$ cat config.mk
export PLATFORM = sky130hd
export DESIGN_NAME = mem_port_arbiter_flat
export DESIGN_NICKNAME = d
export VERILOG_FILES = /design/src/rtl/mem_port_arbiter_if.sv /design/src/rtl/mem_port_arbiter.sv /design/src/flat_wrapper.sv
export SDC_FILE = /design/constraint.sdc
export NUM_CORES = 1
export LEC_CHECK = 0
export ABC_AREA = 1
export CORE_AREA = 2 2 129 131
export DETAILED_ROUTE_END_ITERATION = 10
export DIE_AREA = 0 0 131 133
export PLACE_DENSITY = 0.9
export SYNTH_ARGS = -nofsm -noshare
export SYNTH_HDL_FRONTEND = slang
export SYNTH_SLANG_ARGS = --single-unit
export TNS_END_PERCENT = 50
$ cat constraint.sdc
create_clock -name clock -period 1.7 [get_ports clock]
set_input_delay 0.255 -clock clock [delete_from_list [all_inputs] [get_ports clock]]
set_output_delay 0.255 -clock clock [all_outputs]
set_load 0.005 [all_outputs]
$ cat src/rtl/mem_port_arbiter_if.sv
`default_nettype none
// ============================================================================
//  Module   : mem_port_arbiter_if
//  Purpose  : Signal bundle between the IF/MEM pipeline ports, the arbiter
//             and the memory bus wrapper. The arbiter uses the slave modport;
//             the pipeline/bus side (or a bench) uses the master modport.
//  Revision : 1.0  initial release
// ============================================================================
interface mem_port_arbiter_if;
   // instruction-fetch port
   logic        if_req;
   logic [31:0] if_addr;
   logic [31:0] if_rdata;
   logic        if_ack;
   logic        if_err;

   // memory-stage port
   logic        mem_req;
   logic        mem_we;
   logic [31:0] mem_addr;
   logic [3:0]  mem_sel;
   logic [31:0] mem_wdata;
   logic [31:0] mem_rdata;
   logic        mem_ack;
   logic        mem_err;

   // pipeline stall
   logic        stall;

   // shared memory bus
   logic        bus_req;
   logic        bus_we;
   logic [31:0] bus_addr;
   logic [3:0]  bus_sel;
   logic [31:0] bus_wdata;
   logic [31:0] bus_rdata;
   logic        bus_ready;

   // arbiter side
   modport slave (
      input  if_req, if_addr,
      input  mem_req, mem_we, mem_addr, mem_sel, mem_wdata,
      input  bus_rdata, bus_ready,
      output if_rdata, if_ack, if_err,
      output mem_rdata, mem_ack, mem_err,
      output stall,
      output bus_req, bus_we, bus_addr, bus_sel, bus_wdata
   );

   // requester / bus side
   modport master (
      output if_req, if_addr,
      output mem_req, mem_we, mem_addr, mem_sel, mem_wdata,
      output bus_rdata, bus_ready,
      input  if_rdata, if_ack, if_err,
      input  mem_rdata, mem_ack, mem_err,
      input  stall,
      input  bus_req, bus_we, bus_addr, bus_sel, bus_wdata
   );
endinterface
`default_nettype wire

$ cat src/rtl/mem_port_arbiter.sv
`default_nettype none
// ============================================================================
//  Module   : mem_port_arbiter
//  Purpose  : Shares one single-ported memory bus between the instruction
//             fetch port (word reads) and the memory-stage port (reads and
//             byte-lane writes). The granted command is registered onto the
//             bus, the arbiter waits for bus_ready (or a timeout) and returns
//             a one-cycle ack plus read data to the winner.
//  Options  : MEM_ARB_ROUND_ROBIN_EN - round-robin tie break instead of the
//             default fixed MEM-over-IF priority.
//  Revision : 1.0  initial release
// ============================================================================
module mem_port_arbiter #(
   parameter int unsigned TIMEOUT_CYCLES = 255,  // 1..65535
   parameter int unsigned CNT_WIDTH      = 16    // must hold TIMEOUT_CYCLES
) (
   input wire           clock,
   input wire           reset,   // asynchronous, active low
   mem_port_arbiter_if.slave arb
);

   typedef enum logic [1:0] {
      IDLE      = 2'd0,
      GRANT_IF  = 2'd1,
      GRANT_MEM = 2'd2
   } state_t;

   localparam logic [CNT_WIDTH-1:0] CNT_LIMIT = CNT_WIDTH'(TIMEOUT_CYCLES - 1);
   localparam logic [CNT_WIDTH-1:0] CNT_ONE   = CNT_WIDTH'(1);

   state_t                 state, state_n;
   logic [CNT_WIDTH-1:0]   cnt, cnt_n;

   logic                   bus_req_q, bus_req_n;
   logic                   bus_we_q, bus_we_n;
   logic [31:0]            bus_addr_q, bus_addr_n;
   logic [3:0]             bus_sel_q, bus_sel_n;
   logic [31:0]            bus_wdata_q, bus_wdata_n;

   logic                   if_ack_q, if_ack_n;
   logic                   if_err_q, if_err_n;
   logic [31:0]            if_rdata_q, if_rdata_n;
   logic                   mem_ack_q, mem_ack_n;
   logic                   mem_err_q, mem_err_n;
   logic [31:0]            mem_rdata_q, mem_rdata_n;

   // set once the granted requester lets go of its request mid-transaction;
   // the bus cycle still completes but the ack is swallowed
   logic                   abandon_q, abandon_n;

   logic                   if_elig;
   logic                   mem_elig;
   logic                   grant_if;
   logic                   grant_mem;
   logic                   timeout_hit;

   // a port whose ack is high this cycle must not be granted again on the
   // request it is still holding
   assign if_elig     = arb.if_req  & ~if_ack_q;
   assign mem_elig    = arb.mem_req & ~mem_ack_q;
   assign timeout_hit = (cnt == CNT_LIMIT);

`ifdef MEM_ARB_ROUND_ROBIN_EN
   // 1 = MEM was granted most recently; reset value makes the first tie go to IF
   logic last_mem;

   // remember which port won the most recent grant
   always_ff @(posedge clock or negedge reset) begin
      if (!reset) begin
         last_mem <= 1'b1;
      end else if (grant_mem) begin
         last_mem <= 1'b1;
      end else if (grant_if) begin
         last_mem <= 1'b0;
      end
   end

   // round-robin pick: on a tie the port that did not win last time goes first
   always_comb begin
      grant_mem = 1'b0;
      grant_if  = 1'b0;
      if (state == IDLE) begin
         grant_mem = mem_elig & (~if_elig | ~last_mem);
         grant_if  = if_elig & ~grant_mem;
      end
   end
`else
   // fixed priority: MEM carries the older instruction, so it wins ties
   always_comb begin
      grant_mem = 1'b0;
      grant_if  = 1'b0;
      if (state == IDLE) begin
         grant_mem = mem_elig;
         grant_if  = if_elig & ~mem_elig;
      end
   end
`endif

   // next-state and next-output logic for the grant/wait/complete sequence
   always_comb begin
      state_n     = state;
      cnt_n       = cnt;
      bus_req_n   = bus_req_q;
      bus_we_n    = bus_we_q;
      bus_addr_n  = bus_addr_q;
      bus_sel_n   = bus_sel_q;
      bus_wdata_n = bus_wdata_q;
      if_ack_n    = 1'b0;
      if_err_n    = 1'b0;
      if_rdata_n  = if_rdata_q;
      mem_ack_n   = 1'b0;
      mem_err_n   = 1'b0;
      mem_rdata_n = mem_rdata_q;
      abandon_n   = abandon_q;

      case (state)
         IDLE: begin
            // bus_ready seen here belongs to nobody and is ignored
            cnt_n     = '0;
            bus_req_n = 1'b0;
            if (grant_mem) begin
               state_n     = GRANT_MEM;
               bus_req_n   = 1'b1;
               bus_we_n    = arb.mem_we;
               bus_addr_n  = arb.mem_addr;
               bus_sel_n   = arb.mem_we ? arb.mem_sel : 4'b1111;
               bus_wdata_n = arb.mem_wdata;
               abandon_n   = 1'b0;
            end else if (grant_if) begin
               state_n     = GRANT_IF;
               bus_req_n   = 1'b1;
               bus_we_n    = 1'b0;
               bus_addr_n  = arb.if_addr;
               bus_sel_n   = 4'b1111;
               bus_wdata_n = '0;
               abandon_n   = 1'b0;
            end
         end

         GRANT_IF: begin
            if (!arb.if_req) begin
               abandon_n = 1'b1;
            end
            // bus_ready takes precedence over a coincident timeout
            if (arb.bus_ready || timeout_hit) begin
               state_n   = IDLE;
               bus_req_n = 1'b0;
               cnt_n     = '0;
               if (arb.if_req && !abandon_q) begin
                  if_ack_n   = 1'b1;
                  if_err_n   = ~arb.bus_ready;
                  if_rdata_n = arb.bus_ready ? arb.bus_rdata : 32'h0;
               end
            end else begin
               cnt_n = cnt + CNT_ONE;
            end
         end

         GRANT_MEM: begin
            if (!arb.mem_req) begin
               abandon_n = 1'b1;
            end
            if (arb.bus_ready || timeout_hit) begin
               state_n   = IDLE;
               bus_req_n = 1'b0;
               cnt_n     = '0;
               if (arb.mem_req && !abandon_q) begin
                  mem_ack_n   = 1'b1;
                  mem_err_n   = ~arb.bus_ready;
                  // writes return zero data
                  mem_rdata_n = (arb.bus_ready && !bus_we_q) ? arb.bus_rdata : 32'h0;
               end
            end else begin
               cnt_n = cnt + CNT_ONE;
            end
         end

         default: begin
            state_n   = IDLE;
            bus_req_n = 1'b0;
            cnt_n     = '0;
         end
      endcase
   end

   // state and registered outputs; reset drops bus_req without a clock edge
   always_ff @(posedge clock or negedge reset) begin
      if (!reset) begin
         state       <= IDLE;
         cnt         <= '0;
         bus_req_q   <= 1'b0;
         bus_we_q    <= 1'b0;
         bus_addr_q  <= '0;
         bus_sel_q   <= '0;
         bus_wdata_q <= '0;
         if_ack_q    <= 1'b0;
         if_err_q    <= 1'b0;
         if_rdata_q  <= '0;
         mem_ack_q   <= 1'b0;
         mem_err_q   <= 1'b0;
         mem_rdata_q <= '0;
         abandon_q   <= 1'b0;
      end else begin
         state       <= state_n;
         cnt         <= cnt_n;
         bus_req_q   <= bus_req_n;
         bus_we_q    <= bus_we_n;
         bus_addr_q  <= bus_addr_n;
         bus_sel_q   <= bus_sel_n;
         bus_wdata_q <= bus_wdata_n;
         if_ack_q    <= if_ack_n;
         if_err_q    <= if_err_n;
         if_rdata_q  <= if_rdata_n;
         mem_ack_q   <= mem_ack_n;
         mem_err_q   <= mem_err_n;
         mem_rdata_q <= mem_rdata_n;
         abandon_q   <= abandon_n;
      end
   end

   assign arb.bus_req   = bus_req_q;
   assign arb.bus_we    = bus_we_q;
   assign arb.bus_addr  = bus_addr_q;
   assign arb.bus_sel   = bus_sel_q;
   assign arb.bus_wdata = bus_wdata_q;
   assign arb.if_ack    = if_ack_q;
   assign arb.if_err    = if_err_q;
   assign arb.if_rdata  = if_rdata_q;
   assign arb.mem_ack   = mem_ack_q;
   assign arb.mem_err   = mem_err_q;
   assign arb.mem_rdata = mem_rdata_q;

   // the only combinational output: a request is pending until its ack
   assign arb.stall = (arb.if_req & ~if_ack_q) | (arb.mem_req & ~mem_ack_q);

endmodule
`default_nettype wire

$ cat src/flat_wrapper.sv
// flat-port wrapper written by rule: the top's interface ports become plain ports
module mem_port_arbiter_flat 
#(
   parameter int unsigned TIMEOUT_CYCLES = 255,             
   parameter int unsigned CNT_WIDTH      = 16                               
)
  (clock, reset, arb_if_req, arb_if_addr, arb_mem_req, arb_mem_we, arb_mem_addr, arb_mem_sel, arb_mem_wdata, arb_bus_rdata, arb_bus_ready, arb_if_rdata, arb_if_ack, arb_if_err, arb_mem_rdata, arb_mem_ack, arb_mem_err, arb_stall, arb_bus_req, arb_bus_we, arb_bus_addr, arb_bus_sel, arb_bus_wdata);
  mem_port_arbiter_if arb_i ();
  input wire clock;
  input wire reset;
  input wire logic [$bits(arb_i.if_req)-1:0] arb_if_req;
  input wire logic [$bits(arb_i.if_addr)-1:0] arb_if_addr;
  input wire logic [$bits(arb_i.mem_req)-1:0] arb_mem_req;
  input wire logic [$bits(arb_i.mem_we)-1:0] arb_mem_we;
  input wire logic [$bits(arb_i.mem_addr)-1:0] arb_mem_addr;
  input wire logic [$bits(arb_i.mem_sel)-1:0] arb_mem_sel;
  input wire logic [$bits(arb_i.mem_wdata)-1:0] arb_mem_wdata;
  input wire logic [$bits(arb_i.bus_rdata)-1:0] arb_bus_rdata;
  input wire logic [$bits(arb_i.bus_ready)-1:0] arb_bus_ready;
  output wire logic [$bits(arb_i.if_rdata)-1:0] arb_if_rdata;
  output wire logic [$bits(arb_i.if_ack)-1:0] arb_if_ack;
  output wire logic [$bits(arb_i.if_err)-1:0] arb_if_err;
  output wire logic [$bits(arb_i.mem_rdata)-1:0] arb_mem_rdata;
  output wire logic [$bits(arb_i.mem_ack)-1:0] arb_mem_ack;
  output wire logic [$bits(arb_i.mem_err)-1:0] arb_mem_err;
  output wire logic [$bits(arb_i.stall)-1:0] arb_stall;
  output wire logic [$bits(arb_i.bus_req)-1:0] arb_bus_req;
  output wire logic [$bits(arb_i.bus_we)-1:0] arb_bus_we;
  output wire logic [$bits(arb_i.bus_addr)-1:0] arb_bus_addr;
  output wire logic [$bits(arb_i.bus_sel)-1:0] arb_bus_sel;
  output wire logic [$bits(arb_i.bus_wdata)-1:0] arb_bus_wdata;
  assign arb_i.if_req = arb_if_req;
  assign arb_i.if_addr = arb_if_addr;
  assign arb_i.mem_req = arb_mem_req;
  assign arb_i.mem_we = arb_mem_we;
  assign arb_i.mem_addr = arb_mem_addr;
  assign arb_i.mem_sel = arb_mem_sel;
  assign arb_i.mem_wdata = arb_mem_wdata;
  assign arb_i.bus_rdata = arb_bus_rdata;
  assign arb_i.bus_ready = arb_bus_ready;
  assign arb_if_rdata = arb_i.if_rdata;
  assign arb_if_ack = arb_i.if_ack;
  assign arb_if_err = arb_i.if_err;
  assign arb_mem_rdata = arb_i.mem_rdata;
  assign arb_mem_ack = arb_i.mem_ack;
  assign arb_mem_err = arb_i.mem_err;
  assign arb_stall = arb_i.stall;
  assign arb_bus_req = arb_i.bus_req;
  assign arb_bus_we = arb_i.bus_we;
  assign arb_bus_addr = arb_i.bus_addr;
  assign arb_bus_sel = arb_i.bus_sel;
  assign arb_bus_wdata = arb_i.bus_wdata;
  mem_port_arbiter #(.TIMEOUT_CYCLES(TIMEOUT_CYCLES), .CNT_WIDTH(CNT_WIDTH)) u_core (.clock(clock), .reset(reset), .arb(arb_i));
endmodule
[Word level (Yosys, flattened, before mapping)]
Index checks and enable logic that the tools add are counted.
Storage, ports and cells
  register bits after elaboration: 157
  input port bits: 138
  output and inout bits: 139
Operators by class
  add/sub/neg operators: 1
  equal/unequal tests: 7
  multiplexer cells: 39
  bitwise operators: 8
  reductions and logical operators: 15
Operator list (number)
  two-way mux 32 bit: 6
  two-way mux 16 bit: 2
  two-way mux 1 bit: 22
  adder 16 x 1 -> 16 bit (second input constant): 1
  == test 16 x 8 -> 1 bit (second input constant): 1
  two-way mux 4 bit: 3
  two-way mux 2 bit: 3
  AND reduction 3 bit: 2
  != test 2 bit (second input constant): 2
  NOT 1 bit: 4
  case mux 2 bit (2 select lines): 1
  AND reduction 2 bit: 2
  AND reduction 4 bit: 1
  AND 1 bit: 3
  logical AND 1 bit: 3
  != test 3 x 1 -> 1 bit (second input constant): 1
  case mux 1 bit (3 select lines): 1
  nonzero test 3 bit: 1
  == test 2 x 1 -> 1 bit (second input constant): 1
  == test 2 bit (second input constant): 1
  logical NOT 1 bit: 2
  logical NOT 2 bit: 1
  != test 2 x 1 -> 1 bit (second input constant): 1
  case mux 1 bit (2 select lines): 1
  4 further kinds: 4

[Logic depth before layout (Yosys ltp)]
Gate-level depths: netlist of run 1.
  word-level depth: 8
  depth in mapped cells: 11

[Worst setup path before layout of run 1]
No wires, ideal clock.
  path type: register to register
  start: register u_core.state[0]
  end: register u_core.bus_wdata_q[10], in the netlist u_core.arb.bus_wdata[10]
  setup time: 0.121 ns
  arrival: 1.389 ns
  path slack: 0.190 ns
  cell stages (with the launch flop): 8
  path buffers: 2
  period minus slack after synthesis: 1.510 ns
  cell sequence: dfrtp_1 > inv_1 > ha_1 > nand3_1 > inv_2 > buf_2 > buf_2 > a22o_1
On the way
  word-level cells in the longest chain between the ends: 4
RTL lines
  from (decl): line mem_port_arbiter.sv:31  | state_t state, state_n;
  from (signal assigned): line mem_port_arbiter.sv:204  | state <= state_n;
  logical NOT 2 bit *: line mem_port_arbiter.sv:92, mem_port_arbiter.sv:116
  two-way mux 1 bit: line mem_port_arbiter.sv:92  | if (state == IDLE) begin
  nonzero test 2 bit (no line)
  AND reduction 2 bit (no line)
  to (signal assigned): line mem_port_arbiter.sv:210  | bus_wdata_q <= bus_wdata_n;
  to (decl): line mem_port_arbiter.sv:38  | logic [31:0] bus_wdata_q, bus_wdata_n;
Every way passes the cells marked *; elsewhere a longest branch is shown, timed or not.
A chain may end at the register's enable or synchronous reset.

[Worst setup path after layout of run 1]
  start: register u_core.bus_wdata_q[25], in the netlist u_core.arb.bus_wdata[25]
  end: output arb_bus_wdata[25]
RTL lines
  to (decl): line flat_wrapper.sv:31  | output wire logic [$bits(arb_i.bus_wdata)-1:0] arb_bus_wdata;
No word-level cell between the ends.

==> results of run 1 <==
-- Yosys cell counts, drive strengths merged --
| cell type | instances | share of area (%) |
|---|---|---|
| nor2 | 65 | 3.7 |
| o22a | 4 | 0.52 |
| buf | 31 | 3.5 |
| and3b | 1 | 0.13 |
| a21oi | 1 | 0.074 |
| inv | 27 | 1.5 |
| xor2 | 5 | 0.65 |
| xnor2 | 2 | 0.26 |
| a22o | 32 | 4.1 |
| nand3 | 12 | 0.96 |
| dfrtp | 157 | 58 |
| ha | 6 | 1.1 |
| nand2 | 206 | 12 |
| nor2b | 1 | 0.093 |
| nor3b | 2 | 0.22 |
| o21ai | 133 | 12 |
| clkbuf | 12 | 0.67 |
| o21bai | 1 | 0.11 |
| nor3 | 5 | 0.37 |
-- logic make-up (layout without fill, tap and decap cells) --
family | count (synthesis) | in the layout | synth area share [%]
adder cells (fa/ha/maj) | 6 | 6 | 1.110
buffers and inverters | 70 | 370 | 5.644
AO/OA/AOI/OAI | 171 | 171 | 17.19
flip-flops | 157 | 157 | 58.11
XOR/XNOR | 7 | 7 | 0.9068
AND/OR/NAND/NOR | 292 | 292 | 17.04
-- layout make-up --
cell class	instances	area share, %
multi-input combinational	476	23.34
inverter	27	0.9771
timing repair buffer	311	30.42
tap	220	2.590
clock buffer	17	4.002
clock inverter	15	1.707
sequential	157	36.96
-- routing by layer --
| metal | part of all wire [%] | routed length [um] |
|---|---|---|
| met1 | 39 | 8159 |
| met2 | 51 | 10570 |
| met5 | 0 | 0 |
| met3 | 7.5 | 1548 |
| met4 | 1.9 | 388 |
-- power by group through the flow --
stage / Combinational [mW] / Clock [mW] / Sequential, mW
5_1_grt: 7.28 / 4.12 / 6.07
3_3_place_gp: 6.36 / 0 / 5.90
6_report: 6.67 / 3.91 / 5.93
3_5_place_dp: 6.50 / 0 / 5.94
4_1_cts: 6.56 / 3.99 / 5.92
2_1_floorplan: 2.46 / 0 / 5.96
-- flip-flops by register name, summed over array words and instances (netlist names), 2 cells and up --
signal,cells
u_core.arb.bus_wdata,32
u_core.state,2
u_core.arb.if_rdata,32
u_core.arb.bus_sel,4
u_core.cnt,16
u_core.arb.mem_rdata,32
u_core.arb.bus_addr,32
-- path summary, 6_finish.rpt --
path / startpoint / cells after the start / slack [ps] / endpoint
min in group clock: arb_bus_rdata[8] / 3 / 420 / u_core.arb.mem_rdata[8]
hold reg to reg: u_core.arb.mem_rdata[16] / 2 / 480 / u_core.arb.mem_rdata[16]
setup / recovery: u_core.arb.bus_wdata[25] / 1 / 40 / arb_bus_wdata[25]
setup reg to reg: u_core.cnt[0] / 9 / 100 / u_core.cnt[10]
hold / removal: reset / 2 / 300 / u_core.arb.if_rdata[14]
max in group asynchronous: reset / 3 / 810 / u_core.arb.bus_wdata[9]
-- what timing repair did --
item,in CTS,in global routing
hold endpoints to repair,32,0
hold buffers,1,0
endpoints found under the setup margin,1,64
gates cloned,0,5
gates resized for setup,1,11
buffers inserted,0,2
==> impl_metrics.tcl, run 1 <==
set metrics [dict create \
    p_leak_nw 4.718 \
    core.rowCount 47 \
    port_buffers 276 \
    seq_area_sq_mm 0.003929 \
    power.total_mw 16.51 \
    outcome "completed" \
    hold_path.class "input port to async pin" \
    yosys_warnings 0 \
    max_freq_mhz 603.0 \
    synthesis.area_sq_mm 0.006761 \
    synthCells 703 \
    clkPwrFrac_pct 23.7 \
    utilization_pct 65.73 \
    synth_fp_nets 847 \
    vias 6103 \
    placed_area_sq_mm 0.009863 \
    drt_iter0_markers 356 \
    synth_area_per_cell_sq_um 9.618 \
    critPathSlowestCell "clkdlybuf4s50_1" \
    synth_cell_types 27 \
    hold_viol 0 \
    met3_usage_pct 6.834 \
    wire_per_inst_um 16.90 \
    final_nets 1134 \
    p_sw_share_pct 32.35 \
    path_cells "clkdlybuf4s50_1" \
    cp-start-kind "flip-flop" \
    grt_overflow_total 0 \
    start_util_pct 41.81 \
    cp-end-kind "output port" \
    cp_max_fo 2 \
    path_delay_family "buffers and inverters" \
    hpwl_um 14020 \
    power_frac_seq_pct 35.9 \
    ir_drop_uv 854.1 \
    pwr-share-comb_pct 40.4 \
    dieArea_sq_mm 0.01742 \
    clkTransAtPathRegs_ps 60 \
    yosysSeqAreaShare_pct 58.11 \
    busiest_layer "met2" \
    cts_tree "done" \
    ioPinCount 277 \
    n_antenna_cell 0 \
    finalSetupViolations 0 \
    wirelength_um 20670 \
    design_area_sq_mm 0.01063 \
    gp_congestion 0.8285 \
    post-route-period-util_pct 97.55 \
    drc 0 \
    tightestPinTransition_ps 367.1 \
    fin_skew_ps 10.43 \
    use_met2_pct 39.12 \
    min_period_ps 1658 \
    core-area_sq_mm 0.01617 \
    relSlewSlack_pct 75.53 \
    numCtsBuffers 17 \
    layout_commonest_cell "clkdlybuf4s50_1" \
    antenna_found_initial 0 \
    grt_max_degree 54 \
    ant_nets 0 \
    grt_pass1_vias 6186 \
    holdWs_ps 304.6 \
    fillers 1223 \
    htreeDepth 4 \
    most-common-layout-cells "clkdlybuf4s50_1, nand2_1, dfrtp_1" \
    cts_max_path_buffers 2 \
    slowest_delay_ps 620 \
    dp_slack_ps -107.9 \
    crit_type "flip-flop to output port" \
    grtUsageTotal_pct 23.36 \
    clock_latency_ps 430 \
    fin_tns_setup_ps 0 \
    drv_slew 0 \
    viasPerCell 4.990 \
    areaGrowthSynthToFinish_pct 57.20 \
    drive_gt1_share_pct 12.46 \
    yosys_register_bits 157 \
    root_buffer "clkbuf_16" \
    crit_required_ps 1440 \
    clkSinkCount 157 \
    p_per_area_mw_per_mm2 1554 \
    die_w_um 131 \
    internal-power_mw 11.17 \
    use_met1_pct 28.59 \
    setup_slack_ps 41.57 \
    grt_pass1_wl_um 31620 \
    dp_cells 1183 \
    arrival_ps 1400 \
    max_cap_violations 0 \
    multi_input_area_sq_mm 0.002481 \
    die-height_um 133 \
    cp_num_buf_inv 1 \
    final_cells 1223 \
    netSwitchingPower_mw 5.341 \
    drt_first_pass_iters 4 \
]
Power figures use the tool's default switching activity.
==> run 2: changes to the inputs <==
--- a/config.mk
+++ b/config.mk
@@ -9,6 +9,7 @@
 export CORE_AREA = 2 2 129 131
 export DETAILED_ROUTE_END_ITERATION = 10
 export DIE_AREA = 0 0 131 133
+export MAX_ROUTING_LAYER = met4
 export PLACE_DENSITY = 0.9
 export SYNTH_ARGS = -nofsm -noshare
 export SYNTH_HDL_FRONTEND = slang
==> impl_metrics.tcl, run 2 (synthesis gave the netlist of run 1 again) <==
set metrics [dict create \
    p_leak_nw 4.718 \
    n_antenna_cell 0 \
    core-area_sq_mm 0.01617 \
    r2r_end "u_core.cnt[10]" \
    arrival_ps 1390 \
    tightestPinTransition_ps 370.6 \
    fillers 1215 \
    seq_area_sq_mm 0.003929 \
    grtUsageTotal_pct 23.97 \
    fin_skew_ps 8.647 \
    min_period_ps 1648 \
    drt_iter0_markers 378 \
    wire_per_inst_um 16.93 \
    p_per_area_mw_per_mm2 1554 \
    dp_slack_ps -107.9 \
    dieArea_sq_mm 0.01742 \
    setup_slack_ps 52.37 \
    port_buffers 276 \
    r2r_cells 9 \
    multi_input_area_sq_mm 0.002481 \
    grt_pass1_vias 6199 \
    cp-end-kind "output port" \
    max_freq_mhz 606.9 \
    grt_max_degree 54 \
    path_cells "clkdlybuf4s50_1" \
    cts_max_path_buffers 2 \
    cts_tree "done" \
    critPathSlowestCell "clkdlybuf4s50_1" \
    drt_first_pass_iters 4 \
    hold_path.class "input port to async pin" \
    grt_pass1_wl_um 31530 \
    clkTransAtPathRegs_ps 60 \
    numCtsBuffers 17 \
    antenna_found_initial 0 \
    finalSetupViolations 0 \
    wirelength_um 20710 \
    crit_required_ps 1440 \
    die_w_um 131 \
    outcome "completed" \
    htreeDepth 4 \
    drc 0 \
    fin_tns_setup_ps 0 \
    hold_viol 0 \
    drive_gt1_share_pct 12.46 \
    final_nets 1134 \
    reg2reg_slack_ps 100 \
    core.rowCount 47 \
    layout_commonest_cell "clkdlybuf4s50_1" \
    max_cap_violations 0 \
    start_util_pct 41.81 \
    cp-start-kind "flip-flop" \
    crit_type "flip-flop to output port" \
    drv_slew 0 \
    cp_num_buf_inv 1 \
    cp.depth 1 \
    post-route-period-util_pct 96.92 \
    utilization_pct 65.73 \
    clock_latency_ps 420 \
    slowest_delay_ps 610 \
    path_delay_family "buffers and inverters" \
    ant_nets 0 \
    clkSinkCount 157 \
    reg2reg_from "u_core.cnt[0]" \
    ioPinCount 277 \
    cp_max_fo 2 \
    root_buffer "clkbuf_16" \
    die-height_um 133 \
    grt_overflow_total 0 \
    relSlewSlack_pct 75.30 \
    viasPerCell 5.052 \
    gp_congestion 0.8443 \
    areaGrowthSynthToFinish_pct 57.20 \
    hpwl_um 14020 \
    ir_drop_uv 851.0 \
    vias 6178 \
    most-common-layout-cells "clkdlybuf4s50_1, nand2_1, dfrtp_1" \
]
[run 2: repair_timing]
action                                  CTS  global route
setup buffers                             0             2
endpoints found under the hold margin    32             0
hold buffers                              1             0
endpoints found under the setup margin    1            66
gates cloned                              0             5
resized for setup                         1            11
[run 2: how the worst max path moves through the flow]
stage	to	start
6_report	arb_bus_wdata[25]	u_core.arb.bus_wdata[25]
3_5_place_dp	u_core.arb.bus_addr[3]	arb_if_req
5_1_grt	u_core.arb.if_rdata[15]	u_core.cnt[0]
4_1_cts	arb_bus_wdata[25]	u_core.arb.bus_wdata[25]
2_1_floorplan	u_core.arb.bus_wdata[10]	u_core.state[0]
3_3_place_gp	arb_stall	arb_if_req
[run 2: final cells by class]
type | count | share of cell area (%)
Sequential cell | 157 | 36.96
Tap cell | 220 | 2.590
Inverter | 27 | 0.9771
Clock buffer | 17 | 4.002
Multi-Input combinational cell | 476 | 23.34
Timing Repair Buffer | 311 | 30.42
Clock inverter | 15 | 1.707
[run 2: power by group]
part | leakage (nW) | switching [mW] | internal [mW]
logic | 2.40 | 2.82 | 3.86
clock network | 0.289 | 1.69 | 2.22
registers | 2.03 | 0.837 | 5.09
[run 2: stage by stage]
stage	power (mW)	area [sq um]	cells	hold WS, ps
floorplan	8.417	6761	703	-40.59
global placement	12.26	9863	1183	180.3
detailed placement	12.44	9863	1183	182.9
CTS	16.47	10480	1216	299.8
global route	17.47	10630	1223	340.2
finish	16.51	10630	1223	307.9
[run 2: layer usage]
metal  vias to the layer above  part of all wire [%]  track usage [%]
li1                       2879                     -                -
met1                      3003                    39            28.99
met2                       261                    52            39.38
met3                        35                   7.1            5.621
met4                         0                   2.1            7.979
met5                         -                     0                -
==> run 3: changes to the inputs <==
--- a/config.mk
+++ b/config.mk
@@ -6,11 +6,11 @@
 export NUM_CORES = 1
 export LEC_CHECK = 0
 export ABC_AREA = 1
-export CORE_AREA = 2 2 129 131
+export CORE_AREA = 2 2 123 125
 export DETAILED_ROUTE_END_ITERATION = 10
-export DIE_AREA = 0 0 131 133
+export DIE_AREA = 0 0 125 127
 export MAX_ROUTING_LAYER = met4
-export PLACE_DENSITY = 0.9
+export PLACE_DENSITY = 0.95
 export SYNTH_ARGS = -nofsm -noshare
 export SYNTH_HDL_FRONTEND = slang
 export SYNTH_SLANG_ARGS = --single-unit
==> constraint.sdc (replaced) <==
create_clock -name clock -period 2.1 [get_ports clock]
set_input_delay 0.315 -clock clock [delete_from_list [all_inputs] [get_ports clock]]
set_output_delay 0.315 -clock clock [all_outputs]
set_load 0.005 [all_outputs]
==> impl_metrics.tcl, run 3 (synthesis gave the netlist of run 1 again) <==
set metrics [dict create \
    outcome "completed" \
    clkSinkCount 157 \
    ant_nets 0 \
    tightestPinTransition_ps 399.1 \
    finalSetupViolations 0 \
    viasPerCell 5.138 \
    clkTransAtPathRegs_ps 60 \
    arrival_ps 1670 \
    hold_viol 0 \
    min_period_ps 1982 \
    crit_type "flip-flop to output port" \
    wire_per_inst_um 17.04 \
    areaGrowthSynthToFinish_pct 52.52 \
    core-area_sq_mm 0.01442 \
    hold_path.class "input port to async pin" \
    hpwl_um 13990 \
    cp_max_fo 3 \
    fin_tns_setup_ps 0 \
    drt_first_pass_iters 4 \
    final_nets 1113 \
    r2r_end "u_core.arb.bus_addr[31]" \
    clock_latency_ps 420 \
    power.total_mw 13.23 \
    core.rowCount 44 \
    antenna_found_initial 0 \
    drive_gt1_share_pct 10.00 \
    reg2reg_slack_ps 270 \
    vias 5981 \
    cp-start-kind "flip-flop" \
    r2r_cells 7 \
    start_util_pct 46.88 \
    gp_congestion 0.8949 \
    htreeDepth 4 \
    max_freq_mhz 504.6 \
    cts_tree "done" \
    dp_slack_ps 151.4 \
    port_buffers 276 \
    critPathSlowestCell "clkdlybuf4s50_1" \
    post-route-period-util_pct 94.37 \
    holdWs_ps 373.6 \
    wirelength_um 19830 \
    rsz0062_at_grt "false" \
    grt_overflow_total 0 \
    p_per_area_mw_per_mm2 1283 \
    path_delay_family "buffers and inverters" \
    grt_pass1_wl_um 31440 \
    numCtsBuffers 17 \
    layout_commonest_cell "clkdlybuf4s50_1" \
    cts_max_path_buffers 2 \
    p_leak_nw 4.574 \
    setup_slack_ps 118.2 \
    path_cells "inv_1 -> nand2_1 -> o21ai_2 -> clkdlybuf4s50_1" \
    reg2reg_from "u_core.state[0]" \
    die_w_um 125 \
    dieArea_sq_mm 0.01588 \
    cp-end-kind "output port" \
    crit_required_ps 1780 \
    grt_max_degree 66 \
    drc 0 \
    grt_pass1_vias 5897 \
    fin_skew_ps 13.31 \
    drt_iter0_markers 442 \
    max_cap_violations 0 \
    seq_area_sq_mm 0.003929 \
    cp_num_buf_inv 2 \
    multi_input_area_sq_mm 0.002454 \
    relSlewSlack_pct 73.29 \
    ioPinCount 277 \
    post_cts_buffers 0 \
    n_antenna_cell 0 \
    most-common-layout-cells "clkdlybuf4s50_1, nand2_1, dfrtp_1" \
    root_buffer "clkbuf_16" \
    slowest_delay_ps 600 \
    hold_buffers 1 \
    drv_slew 0 \
    die-height_um 127 \
    grtUsageTotal_pct 25.87 \
    cts_resized 0 \
    fillers 1027 \
    ir_drop_uv 659.0 \
]
run 3: layout make-up:
class                           instances  area share, %
Multi-Input combinational cell        476          23.79
Clock buffer                           21          4.562
Clock inverter                          9          1.517
Inverter                               27         0.9828
Sequential cell                       157          38.10
Timing Repair Buffer                  290          28.82
Tap cell                              184          2.232
run 3: worst reg2reg max path, cell delays in order (launching register included):
cell     delay, ps
dfrtp_1        430
inv_1          100
ha_1           210
nand3_1        140
inv_2          250
buf_12         270
o21ai_0        150
o21ai_0        200
run 3: worst max-delay path by stage:
stage | startpoint | to | slack, ps | depth (start not counted)
floorplan | u_core.state[0] | u_core.arb.bus_wdata[10] | 590 | 7
global placement | arb_if_req | arb_stall | 160 | 4
detailed placement | arb_mem_req | arb_stall | 150 | 4
CTS | u_core.arb.mem_ack | arb_stall | 90 | 4
global route | u_core.arb.mem_ack | arb_stall | 50 | 4
finish | u_core.arb.mem_ack | arb_stall | 120 | 4
run 3: per-stage QoR:
stage,cells,util [%],cell area (sq um)
5_1_grt,1164,71.50,10310
2_1_floorplan,703,-,6761
4_1_cts,1164,71.50,10310
6_report,1164,71.50,10310
3_5_place_dp,1133,67.08,9676
3_3_place_gp,1133,67.08,9676
run 3: power breakdown:
group          switching, mW  leakage [nW]  internal (mW)
combinational           2.22          2.23           2.93
clock                   1.20         0.310           2.08
sequential             0.683          2.03           4.13
run 3: routing by layer:
layer	GRT usage [%]	up-vias	wire, um
met5	-	-	0
met4	9.281	0	556
met3	5.988	39	1420
met2	43.16	281	10130
met1	31.11	2832	7719
li1	-	2829	-
